`src/rtl/vx_tcu_fedp_seq_if.sv`:
```
// Job / operand / result handshakes between the TCU operand collector and the FEDP issue sequencer.
// The master modport is the collector side; the slave modport is the sequencer side.
interface vx_tcu_fedp_seq_if #(
  parameter int N     = 2,
  parameter int XLEN  = 32,
  parameter int STEPW = 5
);
  logic                job_valid;
  logic                job_ready;
  logic [2:0]          job_fmt_s;
  logic [STEPW-1:0]    job_steps;
  logic [XLEN-1:0]     job_c;
  logic                op_valid;
  logic                op_ready;
  logic [N*XLEN-1:0]   op_a;
  logic [N*XLEN-1:0]   op_b;
  logic                res_valid;
  logic                res_ready;
  logic [XLEN-1:0]     res_data;

  modport master (
    output job_valid, job_fmt_s, job_steps, job_c, op_valid, op_a, op_b, res_ready,
    input  job_ready, op_ready, res_valid, res_data
  );

  modport slave (
    input  job_valid, job_fmt_s, job_steps, job_c, op_valid, op_a, op_b, res_ready,
    output job_ready, op_ready, res_valid, res_data
  );
endinterface

```
`src/rtl/vx_tcu_fedp_seq.sv`:
```
// FEDP issue sequencer: per K-step 1 ISSUE cycle + LATENCY+1 WAIT cycles, stalls on op_valid/res_ready low.
// Define VX_TCU_FEDP_SEQ_PERF_EN to add the perf_jobs / perf_stall counters.
module vx_tcu_fedp_seq #(
  parameter int N         = 2,
  parameter int XLEN      = 32,
  parameter int LATENCY   = 4,
  parameter int MAX_STEPS = 16,
  parameter int STEPW     = $clog2(MAX_STEPS + 1)
) (
  input  logic              clk,
  input  logic              reset,
  vx_tcu_fedp_seq_if.slave  bus,
  output logic              fedp_enable,
  output logic [2:0]        fedp_fmt_s,
  output logic [N*XLEN-1:0] fedp_a_row,
  output logic [N*XLEN-1:0] fedp_b_col,
  output logic [XLEN-1:0]   fedp_c_val,
  input  logic [XLEN-1:0]   fedp_d_val,
`ifdef VX_TCU_FEDP_SEQ_PERF_EN
  output logic [31:0]       perf_jobs,
  output logic [31:0]       perf_stall,
`endif
  output logic              busy
);
  localparam int CNTW = $clog2(LATENCY + 1);
  localparam logic [CNTW-1:0] LAT = CNTW'(LATENCY);

  typedef enum logic [1:0] {IDLE, ISSUE, WAIT, DONE} state_t;

  state_t            state, state_n;
  logic [STEPW-1:0]  remaining;
  logic [CNTW-1:0]   cnt;
  logic [XLEN-1:0]   acc;
  logic              fmt_ok;
  logic              job_ready, op_ready, res_valid;

  assign fmt_ok        = (fedp_fmt_s == 3'd2) || (fedp_fmt_s == 3'd3);
  assign bus.job_ready = job_ready;
  assign bus.op_ready  = op_ready;
  assign bus.res_valid = res_valid;
  assign bus.res_data  = acc;
  assign fedp_c_val    = acc;
  assign busy          = (state != IDLE);

  always_ff @(posedge clk) begin
    if (reset) state <= IDLE;
    else       state <= state_n;
  end

  always_comb begin
    state_n     = state;
    job_ready   = 1'b0;
    op_ready    = 1'b0;
    res_valid   = 1'b0;
    fedp_enable = 1'b0;
    case (state)
      IDLE: begin
        job_ready = 1'b1;
        if (bus.job_valid) state_n = (bus.job_steps == '0) ? DONE : ISSUE;
      end
      ISSUE: begin
        op_ready    = 1'b1;
        fedp_enable = 1'b1;
        if (bus.op_valid) state_n = WAIT;
      end
      WAIT: begin
        fedp_enable = 1'b1;
        if (cnt == LAT) state_n = (remaining != '0) ? ISSUE : DONE;
      end
      DONE: begin
        res_valid = 1'b1;
        if (bus.res_ready) state_n = IDLE;
      end
      default: state_n = IDLE;
    endcase
  end

  // Capture at cnt==LATENCY: the pipeline has been enabled LATENCY times since launch,
  // so anything left over from an earlier or abandoned job has already been shifted out.
  always_ff @(posedge clk) begin
    if (reset) begin
      acc        <= '0;
      remaining  <= '0;
      cnt        <= '0;
      fedp_fmt_s <= '0;
      fedp_a_row <= '0;
      fedp_b_col <= '0;
    end else begin
      case (state)
        IDLE: if (bus.job_valid) begin
          fedp_fmt_s <= bus.job_fmt_s;
          remaining  <= bus.job_steps;
          acc        <= XLEN'(bus.job_c[31:0]);
        end
        ISSUE: if (bus.op_valid) begin
          fedp_a_row <= bus.op_a;
          fedp_b_col <= bus.op_b;
          remaining  <= remaining - 1'b1;
          cnt        <= '0;
        end
        WAIT: begin
          cnt <= cnt + 1'b1;
          if (cnt == LAT) acc <= fmt_ok ? XLEN'(fedp_d_val[31:0]) : XLEN'(32'h7FC00000);
        end
        default: ;
      endcase
    end
  end

`ifdef VX_TCU_FEDP_SEQ_PERF_EN
  always_ff @(posedge clk) begin
    if (reset) begin
      perf_jobs  <= '0;
      perf_stall <= '0;
    end else begin
      if (res_valid && bus.res_ready) perf_jobs <= perf_jobs + 32'd1;
      if ((state == ISSUE && !bus.op_valid) || (state == DONE && !bus.res_ready))
        perf_stall <= perf_stall + 32'd1;
    end
  end
`endif

endmodule

```
`src/flat_wrapper.sv`:
```
// flat-port wrapper written by rule: the top's interface ports become plain ports
module vx_tcu_fedp_seq_flat 
#(
  parameter int N         = 2,
  parameter int XLEN      = 32,
  parameter int LATENCY   = 4,
  parameter int MAX_STEPS = 16,
  parameter int STEPW     = $clog2(MAX_STEPS + 1)
)
  (clk, reset, fedp_enable, fedp_fmt_s, fedp_a_row, fedp_b_col, fedp_c_val, fedp_d_val, busy, bus_job_valid, bus_job_fmt_s, bus_job_steps, bus_job_c, bus_op_valid, bus_op_a, bus_op_b, bus_res_ready, bus_job_ready, bus_op_ready, bus_res_valid, bus_res_data);
  vx_tcu_fedp_seq_if #(.N(N), .XLEN(XLEN), .STEPW(STEPW)) bus_i ();
  input  logic clk;
  input  logic reset;
  output logic fedp_enable;
  output logic [2:0] fedp_fmt_s;
  output logic [N*XLEN-1:0] fedp_a_row;
  output logic [N*XLEN-1:0] fedp_b_col;
  output logic [XLEN-1:0] fedp_c_val;
  input  logic [XLEN-1:0] fedp_d_val;
  output logic busy;
  input wire logic [$bits(bus_i.job_valid)-1:0] bus_job_valid;
  input wire logic [$bits(bus_i.job_fmt_s)-1:0] bus_job_fmt_s;
  input wire logic [$bits(bus_i.job_steps)-1:0] bus_job_steps;
  input wire logic [$bits(bus_i.job_c)-1:0] bus_job_c;
  input wire logic [$bits(bus_i.op_valid)-1:0] bus_op_valid;
  input wire logic [$bits(bus_i.op_a)-1:0] bus_op_a;
  input wire logic [$bits(bus_i.op_b)-1:0] bus_op_b;
  input wire logic [$bits(bus_i.res_ready)-1:0] bus_res_ready;
  output wire logic [$bits(bus_i.job_ready)-1:0] bus_job_ready;
  output wire logic [$bits(bus_i.op_ready)-1:0] bus_op_ready;
  output wire logic [$bits(bus_i.res_valid)-1:0] bus_res_valid;
  output wire logic [$bits(bus_i.res_data)-1:0] bus_res_data;
  assign bus_i.job_valid = bus_job_valid;
  assign bus_i.job_fmt_s = bus_job_fmt_s;
  assign bus_i.job_steps = bus_job_steps;
  assign bus_i.job_c = bus_job_c;
  assign bus_i.op_valid = bus_op_valid;
  assign bus_i.op_a = bus_op_a;
  assign bus_i.op_b = bus_op_b;
  assign bus_i.res_ready = bus_res_ready;
  assign bus_job_ready = bus_i.job_ready;
  assign bus_op_ready = bus_i.op_ready;
  assign bus_res_valid = bus_i.res_valid;
  assign bus_res_data = bus_i.res_data;
  vx_tcu_fedp_seq #(.N(N), .XLEN(XLEN), .LATENCY(LATENCY), .MAX_STEPS(MAX_STEPS), .STEPW(STEPW)) u_core (.clk(clk), .reset(reset), .bus(bus_i), .fedp_enable(fedp_enable), .fedp_fmt_s(fedp_fmt_s), .fedp_a_row(fedp_a_row), .fedp_b_col(fedp_b_col), .fedp_c_val(fedp_c_val), .fedp_d_val(fedp_d_val), .busy(busy));
endmodule
```
`config.mk`:
```
export PLATFORM = sky130hd
export DESIGN_NAME = vx_tcu_fedp_seq_flat
export DESIGN_NICKNAME = d
export VERILOG_FILES = /design/src/rtl/vx_tcu_fedp_seq_if.sv /design/src/rtl/vx_tcu_fedp_seq.sv /design/src/flat_wrapper.sv
export SDC_FILE = /design/constraint.sdc
export NUM_CORES = 1
export LEC_CHECK = 0
export BUFFER_PORTS_ARGS = -buffer_cell sky130_fd_sc_hd__buf_2
export CORE_AREA = 2 2 159 161
export CTS_BUF_LIST = sky130_fd_sc_hd__clkbuf_16
export CTS_CLUSTER_DIAMETER = 60
export CTS_CLUSTER_SIZE = 30
export DETAILED_ROUTE_END_ITERATION = 12
export DIE_AREA = 0 0 161 163
export PLACE_DENSITY = 0.56
export SYNTH_ARGS = -nofsm -noshare
export SYNTH_HDL_FRONTEND = slang
export SYNTH_SLANG_ARGS = --single-unit
export TNS_END_PERCENT = 5
```
`constraint.sdc`:
```
create_clock -name clk -period 2.9 [get_ports clk]
set_input_delay 0.435 -clock clk [delete_from_list [all_inputs] [get_ports clk]]
set_output_delay 0.435 -clock clk [all_outputs]
set_load 0.01 [all_outputs]
```
==> results.md, run 1 <==
* Syn nets at approximately 1.1k
* Layout area overhead at 38.8%
* Vias in the first global route at between 6k and 7k
* Global Route Usage Sum at 0.167
* Worst Skew at approximately 0.014 ns
* Fill cells at 2666
* Leakage at ~4.4 nW
* Global routing usage on met3 at 0.0573
* Average cell area after synthesis at 8.16 sq um
* Vias at slightly below 7k
* Switching pwr at 3.35 mW
* Post-synthesis instance total at around 840
* Layer carrying the most global-route usage: met2
* Buffer depth of the longest clock path at 2
* Fmax at ~0.45 GHz
* TritonCTS buffer count at 17
* Avg WL per Cell at about 15 microns
* Yosys warns at 0
* Period utilization at 0.766
* Fin. max-slew vios at 0
* # rows at slightly below 60
* Worst Tran Pin Value at approximately 1.1 ns
* WS Path Type: reg2reg
* Critical path, cell by cell: inv_1, ha_1, and2_4, buf_4, nand2_1, a21oi_1
* Setup-failing EPs final at 0
* Pwr Density at slightly above 900 nW/um^2
* Commonest non-fill, non-tap cell in the layout: buf_2
* Area share of the largest cell type after synthesis at 0.506
* Sequential share of power at 0.366
* Drt drc at 0
* Count of state elements after synthesis at around 170
* M2 GR Usage at 0.291
* Clk root buf: clkbuf_16
* Final ANT Viol Nets at 0
* I/O Pins at a little over 400
* Yosys cell types at 38
* CP Data Arrival Time at approximately 2.6 ns
* Layout cell share with drive strength beyond 1 at 0.403
* Synth area leader: dfxtp_1
* Die area at roughly 26000 sq um
* PostCTS Resize Cnt at 0
* Worst-path clk slew at approximately 0.080 ns
* Crit path largest cell delay at roughly 0.59 ns
* Placed cell area at roughly 8900 sq um
* Worst path bufs/invs at 2
* Final Wtd Congestion at between 0.7 and 0.8
* Met1 usage in global routing at 0.196
* Register area at around 3500 sq um
* Worst path required time at ~3.3 ns
* Pin count of the biggest net entering global routing at 76
* Max-cap violations at 0
* Largest fanout on the critical path at 35
* CP Launch Type: register
* Initial antenna violation count at 4
* Core footprint at 24700 sq um
* Most frequent cells in the layout: 403 x buf_2, 278 x nand2_1, 173 x dfxtp_1
* Fin. Hold Viols at 0
* Slowest stage cell, crit path: ha_1
* Via-per-instance ratio at 4.48
* Logic pwr share at 0.371
* # nets final at approximately 1.4k
* DRT iter0 DRCs at 410
* Die Ht at around 160 microns
* Detail Placement HPWL at 17000 microns
* CP delay by family, top: adder cells
* Crit path capture type: register
* First-pass GRT wire length at roughly 35000 microns
* Register area share after synthesis at 0.506
* Clock power share at 0.262
* Multi-input combinational cell area at around 2800 sq um
* Worst Hold Class: in2reg
* First-pass DRT Iterations at 4
* Sw Ratio at 0.389
* Design area at ~9500 sq um
* Remaining global-route overflow at 0
* Clock Sinks at ~170
* RSZ-0062 raised after global routing: no
* Result of the run: completed
* Setup TNS Final at 0 ns
* Crit path time final at 2.22 ns
* Final Hold Slack at between 0.2 and 0.25 ns
* CTS Hold Bufs at 0
* IO Port Bufs at 404
* Worst skew pair latency at 0.42 ns
* Starting Density at 0.277
* Die outline width at approximately 160 microns
* Fin util at 0.385
* Relative slew margins at 0.257
* Htree depth at 4
* Int Pwr at ~5.3 mW
* Detailed Route WL at around 23000 microns
* Setup bufs post-CTS at 0
* Max VDD drop at roughly 0.40 mV
* TritonCTS clock tree: built
* Main area contributors after synthesis: dfxtp_1 51%, nand2_1 15%, a21oi_1 11%
* Synthesized area at 6840 sq um
==> Yosys cell counts <==
cell type    n
a221oi_2    21
a211o_1      1
a32oi_1      1
nor4b_1      1
ha_1         7
nor2b_1      3
buf_1        4
a31oi_1      1
a21oi_1    147
nand3b_1     2
a221oi_1     2
a2111oi_2    1
buf_4       32
dfxtp_1    173
o211ai_1     1
and2_1       1
a211oi_1     1
o21ai_0      7
a21boi_4     1
buf_6        4
nor3_2       1
clkbuf_1    46
inv_1       11
nand3_1      6
nor3b_1      1
nand2b_1     2
o31a_1       2
nand2_1    279
mux2_2       2
nor2b_4      1
or3_1        2
nor4_1       1
nor3_1      24
o221ai_1     9
buf_2       10
nor2_1      28
or4_1        1
or2_2        1
==> routing by layer <==
layer	share of wire	vias to the layer above	routed length, microns
li1	-	3433	-
met1	0.41	3102	9330
met2	0.50	271	11600
met3	0.082	10	1900
met4	0.0087	0	199
met5	0	-	0
==> sequential cells by signal (all words and copies together), names as in the netlist <==
name                 count
u_core.cnt               3
u_core.fedp_a_row       64
u_core.fedp_b_col       64
u_core.remaining         5
u_core.bus.res_data     32
u_core.fedp_fmt_s        3
u_core.state             2
==> tightest hold or removal path: stages <==
cell and delay, ns:
buf_2 0.09, nand2_1 0.04, a21oi_1 0.05
==> metrics by stage <==
| step | power, mW | worst slack [ns] | std cells |
|---|---|---|---|
| after detailed placement | 6.45 | 0.681 | 1488 |
| after floorplan | 5.46 | 0.976 | 838 |
| after global placement | 6.41 | 0.746 | 1488 |
| after global routing | 9.22 | 0.498 | 1523 |
| after CTS | 8.76 | 0.663 | 1520 |
| final | 8.60 | 0.680 | 1523 |
==> power by group through the flow <==
| stage | registers [mW] | clock network, mW | logic, mW |
|---|---|---|---|
| 2_1_floorplan | 3.36 | 0 | 2.09 |
| 3_3_place_gp | 3.19 | 0 | 3.22 |
| 3_5_place_dp | 3.20 | 0 | 3.24 |
| 4_1_cts | 3.15 | 2.36 | 3.25 |
| 5_1_grt | 3.21 | 2.45 | 3.55 |
| 6_report | 3.15 | 2.26 | 3.19 |
==> final timing paths <==
check        cells after the start  slack, ns                    end             startpoint
min reg2reg                      2       0.45  u_core.fedp_b_col[15]  u_core.fedp_b_col[15]
max                              6       0.68  u_core.fedp_b_col[49]        u_core.state[1]
min                              3       0.24   u_core.fedp_b_col[9]            bus_op_b[9]
max reg2reg                      6       0.68  u_core.fedp_b_col[49]        u_core.state[1]
==> cells by family (layout without fill, tap and decap cells) <==
kind of cell / after synthesis / count (layout) / synth area share
AOI/OAI and AO/OA: 195 / 195 / 0.186
adders and majority gates: 7 / 7 / 0.0128
buffers and inverters: 107 / 459 / 0.0825
DFF: 173 / 173 / 0.506
muxes: 2 / 2 / 0.00329
other: 0 / 3 / 0
and+or+nand+nor: 354 / 354 / 0.209
==> layout make-up <==
class / instances / area share
Timing Repair Buffer: 416 / 0.228
Multi-Input combinational cell: 558 / 0.298
Clock buffer: 17 / 0.0448
Sequential cell: 173 / 0.365
Antenna cell: 3 / 0.000791
Clock inverter: 15 / 0.0150
Tap cell: 330 / 0.0435
Inverter: 11 / 0.00435
No activity file was read; power rests on OpenSTA's default activity.
==> run 2: changes to the inputs <==
--- a/config.mk
+++ b/config.mk
@@ -5,14 +5,15 @@
 export SDC_FILE = /design/constraint.sdc
 export NUM_CORES = 1
 export LEC_CHECK = 0
+export ABC_AREA = 1
 export BUFFER_PORTS_ARGS = -buffer_cell sky130_fd_sc_hd__buf_2
-export CORE_AREA = 2 2 159 161
+export CORE_MARGIN = 2
+export CORE_UTILIZATION = 30
 export CTS_BUF_LIST = sky130_fd_sc_hd__clkbuf_16
 export CTS_CLUSTER_DIAMETER = 60
 export CTS_CLUSTER_SIZE = 30
 export DETAILED_ROUTE_END_ITERATION = 12
-export DIE_AREA = 0 0 161 163
-export PLACE_DENSITY = 0.56
+export PLACE_DENSITY = 0.61
 export SYNTH_ARGS = -nofsm -noshare
 export SYNTH_HDL_FRONTEND = slang
 export SYNTH_SLANG_ARGS = --single-unit
==> constraint.sdc (replaced) <==
create_clock -name clk -period 1.9 [get_ports clk]
set_input_delay 0.285 -clock clk [delete_from_list [all_inputs] [get_ports clk]]
set_output_delay 0.285 -clock clk [all_outputs]
set_load 0.01 [all_outputs]
==> run 2 against run 1 <==
  * Via count rose by 5.1%
  * Synthesized cell count rose by 14%
  * Sequential cell count did not move
  * Highest routed layer is now met5
  * Register-to-register slack got worse by 0.49 ns
==> results.md, run 2 <==
* Most frequent cells in the layout: 404 x buf_2, 293 x nor2_1, 173 x dfxtp_1
* Count leader, synth: nor2_1
* Worst Skew at 0.0143 ns (+0.000662 ns)
* Avg WL per Cell at 13.8 microns (-8.5%)
* Fmax at a little under 0.6 GHz
* Layer carrying the most global-route usage: met2
* Pin count of the biggest net entering global routing at 76 (unchanged)
* Final Wtd Congestion at 0.798 (+1.2%)
* RSZ-0062 raised after global routing: no
* Fin util at 0.425 (+0.0402)
* Yosys cell types at 26 (-32%)
* Initial antenna violation count at 2 (-2)
* Result of the run: completed
* Critical path, cell by cell: inv_1, ha_1, buf_4, buf_2
* Setup TNS Final at 0 ns (unchanged)
* Worst skew pair latency at 0.43 ns (about the same)
* Top_reg_cell synth: dfxtp_1
* Worst-path clk slew at 0.08 ns (about the same)
* Starting Density at 0.308 (+0.0310)
* Die outline width at 157 microns (-2.5%)
* IO Port Bufs at 404 (unchanged)
* Vias in the first global route at 6640 (+5.0%)
* WS Path Type: reg2out
* Largest fanout on the critical path at 10 (-71%)
* CP delay by family, top: buffers and inverters
* TritonCTS buffer count at 17 (unchanged)
* Final ANT Viol Nets at 0 (unchanged)
* First-pass DRT Iterations at 4 (unchanged)
* Core footprint at 22800 sq um (-7.7%)
* # nets final at 1511 (+8.8%)
* Leakage at 4.82 nW (+10%)
* Design area at 9680 sq um (+2.0%)
* Crit path largest cell delay at 0.36 ns (-0.23 ns)
* Area share of the largest cell type after synthesis at 0.493 (-0.0131)
* Met1 usage in global routing at 0.199 (+0.00273)
* Detailed Route WL at 22500 microns (-2.2%)
* Crit path time final at 1.71 ns
* Synth area leader: dfxtp_1
* Setup-failing EPs final at 0 (unchanged)
* Max-cap violations at 0 (unchanged)
* Vias at 7166 (+5.1%)
* Crit path capture type: output pin
* Synthesized area at 7020 sq um (+2.7%)
* Die Ht at 157 microns (-3.7%)
* Fin. Hold Viols at 0 (unchanged)
* Layout area overhead at 37.9%
* CP Launch Type: register
* First-pass GRT wire length at 34500 microns (-1.0%)
* TritonCTS clock tree: built
* Commonest non-fill, non-tap cell in the layout: buf_2
* PostCTS Resize Cnt at 0 (unchanged)
* Worst path required time at 1.62 ns (-1.63 ns)
* # rows at 55 (-5.2%)
* CTS Hold Bufs at 0 (unchanged)
* Drt drc at 0 (unchanged)
* Relative slew margins at 0.717 (+0.459)
* Syn nets at 1165 (+11%)
* Slowest stage cell, crit path: dfxtp_1
* Remaining global-route overflow at 0 (unchanged)
* Setup bufs post-CTS at 0 (unchanged)
* Average cell area after synthesis at 7.37 sq um (-9.7%)
* Die area at 24600 sq um (-6.1%)
* Post-synth ARST share at 0 (unchanged)
* Post-synthesis instance total at 953 (+14%)
* Buffer depth of the longest clock path at 2 (unchanged)
* Fin. max-slew vios at 0 (unchanged)
* Max VDD drop at 0.563 mV (+42%)
* Yosys warns at 0 (unchanged)
* M2 GR Usage at 0.308 (+0.0164)
* I/O Pins at 405 (unchanged)
* Via-per-instance ratio at 4.40 (-1.6%)
* Detail Placement HPWL at 17000 microns (about the same)
* Pwr Density at 1440 nW/um^2 (+59%)
* Most frequent cells after synthesis: 293 x nor2_1, 173 x dfxtp_1, 137 x o21ai_0, 132 x nand2_1, 44 x buf_4
* DRT iter0 DRCs at 400 (-2.4%)
* EDFF count, synth at 0 (unchanged)
* Clk root buf: clkbuf_16
* Count of state elements after synthesis at 173 (unchanged)
* Worst path bufs/invs at 3 (+1)
* Global Route Usage Sum at 0.177 (+0.0101)
* Main area contributors after synthesis: dfxtp_1 49%, nor2_1 16%, o21ai_0 9.8%
* Worst Tran Pin Value at 0.425 ns (-0.688 ns)
* Htree depth at 4 (unchanged)
* Global routing usage on met3 at 0.0677 (+0.0104)
* Layout cell share with drive strength beyond 1 at 0.356 (-0.0466)
* Worst Hold Class: in2reg
* Register area share after synthesis at 0.493 (-0.0131)
* Final Hold Slack at 0.0913 ns (-0.151 ns)
* Placed cell area at 9060 sq um (+1.6%)
* Period utilization at 0.901
* CP Data Arrival Time at 1.43 ns (-1.14 ns)
* Clock Sinks at 173 (unchanged)
-- run 2: changes by cell type in the layout (fill, tap and decap cells not counted), sizes merged, moves of 25 or more --
| cell | change |
|---|---|
| nor2 | +266 |
| o21ai | +150 |
| nand2 | -142 |
| a21oi | -114 |
| nand3 | +26 |
| nor3 | -25 |
-- run 2: path summary, 6_finish.rpt --
kind                          from                       to  slack, ns  cells after the start
min                   bus_op_b[50]    u_core.fedp_b_col[50]       0.09                      3
min reg2reg  u_core.fedp_b_col[47]    u_core.fedp_b_col[47]       0.48                      2
max                u_core.state[1]             bus_op_ready       0.19                      4
max reg2reg        u_core.state[0]  u_core.bus.res_data[25]       0.19                     10
-- run 2: logic make-up after synthesis --
group | count (synthesis) | share of synthesized area
AOI/OAI and AO/OA | 192 | 0.138
adders and majority gates | 7 | 0.0125
buffers and inverters | 114 | 0.0939
DFF | 173 | 0.493
and+or+nand+nor | 467 | 0.263
-- run 2: cell type report --
type,instances,area [sq um]
Tap cell,313,392
Clock inverter,15,184
Clock buffer,17,425
Antenna cell,2,5.00
Timing Repair Buffer,422,2230
Sequential cell,173,3460
Fill cell,2414,13100
Multi-Input combinational cell,666,2900
Inverter,19,80.1
-- run 2: metrics by stage --
step / power [mW] / instances / setup slack (ns)
global route: 15.1 / 1625 / 0.00395
finish: 14.0 / 1627 / 0.189
CTS: 14.2 / 1625 / 0.124
floorplan: 8.91 / 953 / 0.451
detailed placement: 10.6 / 1593 / 0.145
global placement: 10.5 / 1593 / 0.203
-- run 2: tightest hold or removal path: cells and delay by family --
kind                   cells  cell delay, ns
buffers and inverters      1            0.07
AOI/OAI and AO/OA          1            0.06
and+or+nand+nor            1            0.07
-- run 2: power breakdown --
group | leakage (nW) | internal [mW] | switching [mW]
clock network | 0.294 | 1.80 | 1.73
logic | 3.11 | 2.04 | 3.29
registers | 1.42 | 4.55 | 0.543
-- run 2: metal layers --
layer,part of all wire,up-vias
li1,-,3703
met1,0.40,3160
met2,0.48,272
met3,0.092,29
met4,0.020,2
met5,0.00058,-
==> run 3: changes to the inputs <==
--- a/config.mk
+++ b/config.mk
@@ -13,7 +13,7 @@
 export CTS_CLUSTER_DIAMETER = 60
 export CTS_CLUSTER_SIZE = 30
 export DETAILED_ROUTE_END_ITERATION = 12
-export PLACE_DENSITY = 0.61
+export PLACE_DENSITY = 0.64
 export SYNTH_ARGS = -nofsm -noshare
 export SYNTH_HDL_FRONTEND = slang
 export SYNTH_SLANG_ARGS = --single-unit
==> run 3 against run 2 <==
  * Combinational power is essentially flat
  * Clock-buffer cell count unchanged
  * Global-route usage is 0.26 points higher
  * Sequential share of layout area increased by 0.20 points
  * Critical endpoint unchanged
  * Largest power group unchanged
==> results.md, run 3 (synthesis results as in run 2) <==
* Sw Ratio at 0.398 (-0.00134)
* Clk root buf: clkbuf_16
* First-pass DRT Iterations at 4 (unchanged)
* WS Path Type: reg2out
* Fin. max-slew vios at 0 (unchanged)
* Final ANT Viol Nets at 0 (unchanged)
* Setup-failing EPs final at 0 (unchanged)
* Worst Hold Class: in2reg
* Avg WL per Cell at 13.9 microns (+0.84%)
* Int Pwr at 8.34 mW (-0.53%)
* First-pass GRT wire length at 35000 microns (+1.4%)
* Vias in the first global route at 6843 (+3.1%)
* Starting Density at 0.308 (unchanged)
* Pin count of the biggest net entering global routing at 78 (+2.6%)
* I/O Pins at 405 (unchanged)
* Fin. Hold Viols at 0 (unchanged)
* Crit path capture type: output pin
* DRT iter0 DRCs at 373 (-6.8%)
* Relative slew margins at 0.730 (+0.0138)
* Register area at 3460 sq um (unchanged)
* RSZ-0062 raised after global routing: no
* Die Ht at 157 microns (unchanged)
* Remaining global-route overflow at 0 (unchanged)
* CTS Hold Bufs at 0 (unchanged)
* Switching pwr at 5.51 mW (-1.1%)
* Max VDD drop at 0.649 mV (+15%)
* Fill cells at 2437 (+0.95%)
* Detail Placement HPWL at 17000 microns (+0.16%)
* Layout area overhead at 37.1%
* Htree depth at 4 (unchanged)
* Detailed Route WL at 22700 microns (+0.71%)
* TritonCTS buffer count at 17 (unchanged)
* # rows at 55 (unchanged)
* Pwr Density at 1440 nW/um^2 (-0.21%)
* Setup TNS Final at 0 ns (unchanged)
* Fmax at 0.582 GHz (-0.44%)
* IO Port Bufs at 404 (unchanged)
* Result of the run: completed
* Vias at 7267 (+1.4%)
* Worst Tran Pin Value at 0.404 ns (-0.0208 ns)
* Multi-input combinational cell area at 2900 sq um (unchanged)
* Die area at 24600 sq um (unchanged)
* CP Data Arrival Time at 1.43 ns (about the same)
* TritonCTS clock tree: built
* Commonest non-fill, non-tap cell in the layout: buf_2
* Leakage at 4.81 nW (-0.27%)
* Clock Sinks at 173 (unchanged)
* Drt drc at 0 (unchanged)
* Layout cell share with drive strength beyond 1 at 0.355 (-0.000762)
* Global Route Usage Sum at 0.180 (+0.00261)
* Worst skew pair latency at 0.42 ns (about the same)
* Clock power share at 0.245 (-0.008)
* Most frequent cells in the layout: 404 x buf_2, 293 x nor2_1, 173 x dfxtp_1
* CP Launch Type: register
* Largest fanout on the critical path at 10 (unchanged)
* Worst Skew at 0.0132 ns (-0.00107 ns)
* Final Wtd Congestion at 0.763 (-4.4%)
* Final Hold Slack at 0.104 ns (+0.0125 ns)
* Initial antenna violation count at 1 (-1)
* Logic pwr share at 0.386 (+0.004)
* Period utilization at 0.905 (+0.00397)
* Antenna diodes at 0 (-2)
* Crit path time final at 1.72 ns (+0.00754 ns)
* Core footprint at 22800 sq um (unchanged)
* Die outline width at 157 microns (unchanged)
* Via-per-instance ratio at 4.47 (+1.5%)
* Buffer depth of the longest clock path at 2 (unchanged)
* # nets final at 1511 (unchanged)
* Sequential share of power at 0.368 (+0.003)
* Worst path required time at 1.62 ns (about the same)
* Worst-path clk slew at 0.07 ns (about the same)
* Max-cap violations at 0 (unchanged)
-- run 3: cell count changes in the layout (fill, tap and decap cells not counted), moves of 2 or more --
cell	previous run	this run
inv_6	2	4
clkinv_4	1	3
clkinv_8	5	2
diode_2	2	0
-- run 3: critical path: stages (launching register included) --
cell and delay, ns:
dfxtp_1 0.37, inv_1 0.09, ha_1 0.22, buf_4 0.19
buf_2 0.15
-- run 3: cell type report --
cell class              instances  area share
clock inverters                15      0.0153
inverters                      19     0.00806
multi-input cells             666       0.301
well taps                     313      0.0407
clock buffers                  17      0.0442
repair buffers                422       0.231
flip-flops and latches        173       0.360
-- run 3: path summary, 6_finish.rpt --
check / startpoint / slack, ns / depth (start not counted) / to
setup / recovery: u_core.state[1] / 0.18 / 4 / bus_op_ready
hold / removal: bus_op_b[48] / 0.10 / 3 / u_core.fedp_b_col[48]
setup reg to reg: u_core.state[0] / 0.21 / 9 / u_core.bus.res_data[26]
hold reg to reg: u_core.fedp_a_row[35] / 0.48 / 2 / u_core.fedp_a_row[35]
-- run 3: power groups by stage --
stage	sequential (mW)	combinational, mW	clock, mW
2_1_floorplan	5.51	3.40	0
3_3_place_gp	5.13	5.36	0
3_5_place_dp	5.18	5.40	0
4_1_cts	5.11	5.41	3.52
5_1_grt	5.22	6.11	3.70
6_report	5.10	5.35	3.40
-- run 3: what timing repair did --
action                                  in CTS  in global routing
resized for setup                            0                  1
buffers inserted                             0                  0
endpoints found under the setup margin       0                  4
-- run 3: per-stage QoR --
step	instance area (sq um)	power (mW)	cells	worst slack [ns]	util
3_5_place_dp	9050	10.6	1593	0.221	0.397
6_report	9630	13.8	1625	0.181	0.423
2_1_floorplan	7020	8.91	953	0.451	-
4_1_cts	9620	14.0	1625	0.164	0.422
5_1_grt	9630	15.0	1625	0.00115	0.423
3_3_place_gp	9050	10.5	1593	0.278	0.397
-- run 3: routing by layer --
metal	share of wire	track usage	up-vias
li1	-	-	3712
met1	0.40	0.200	3233
met2	0.49	0.317	289
met3	0.089	0.0647	31
met4	0.024	0.0638	2
met5	0.00031	0	-
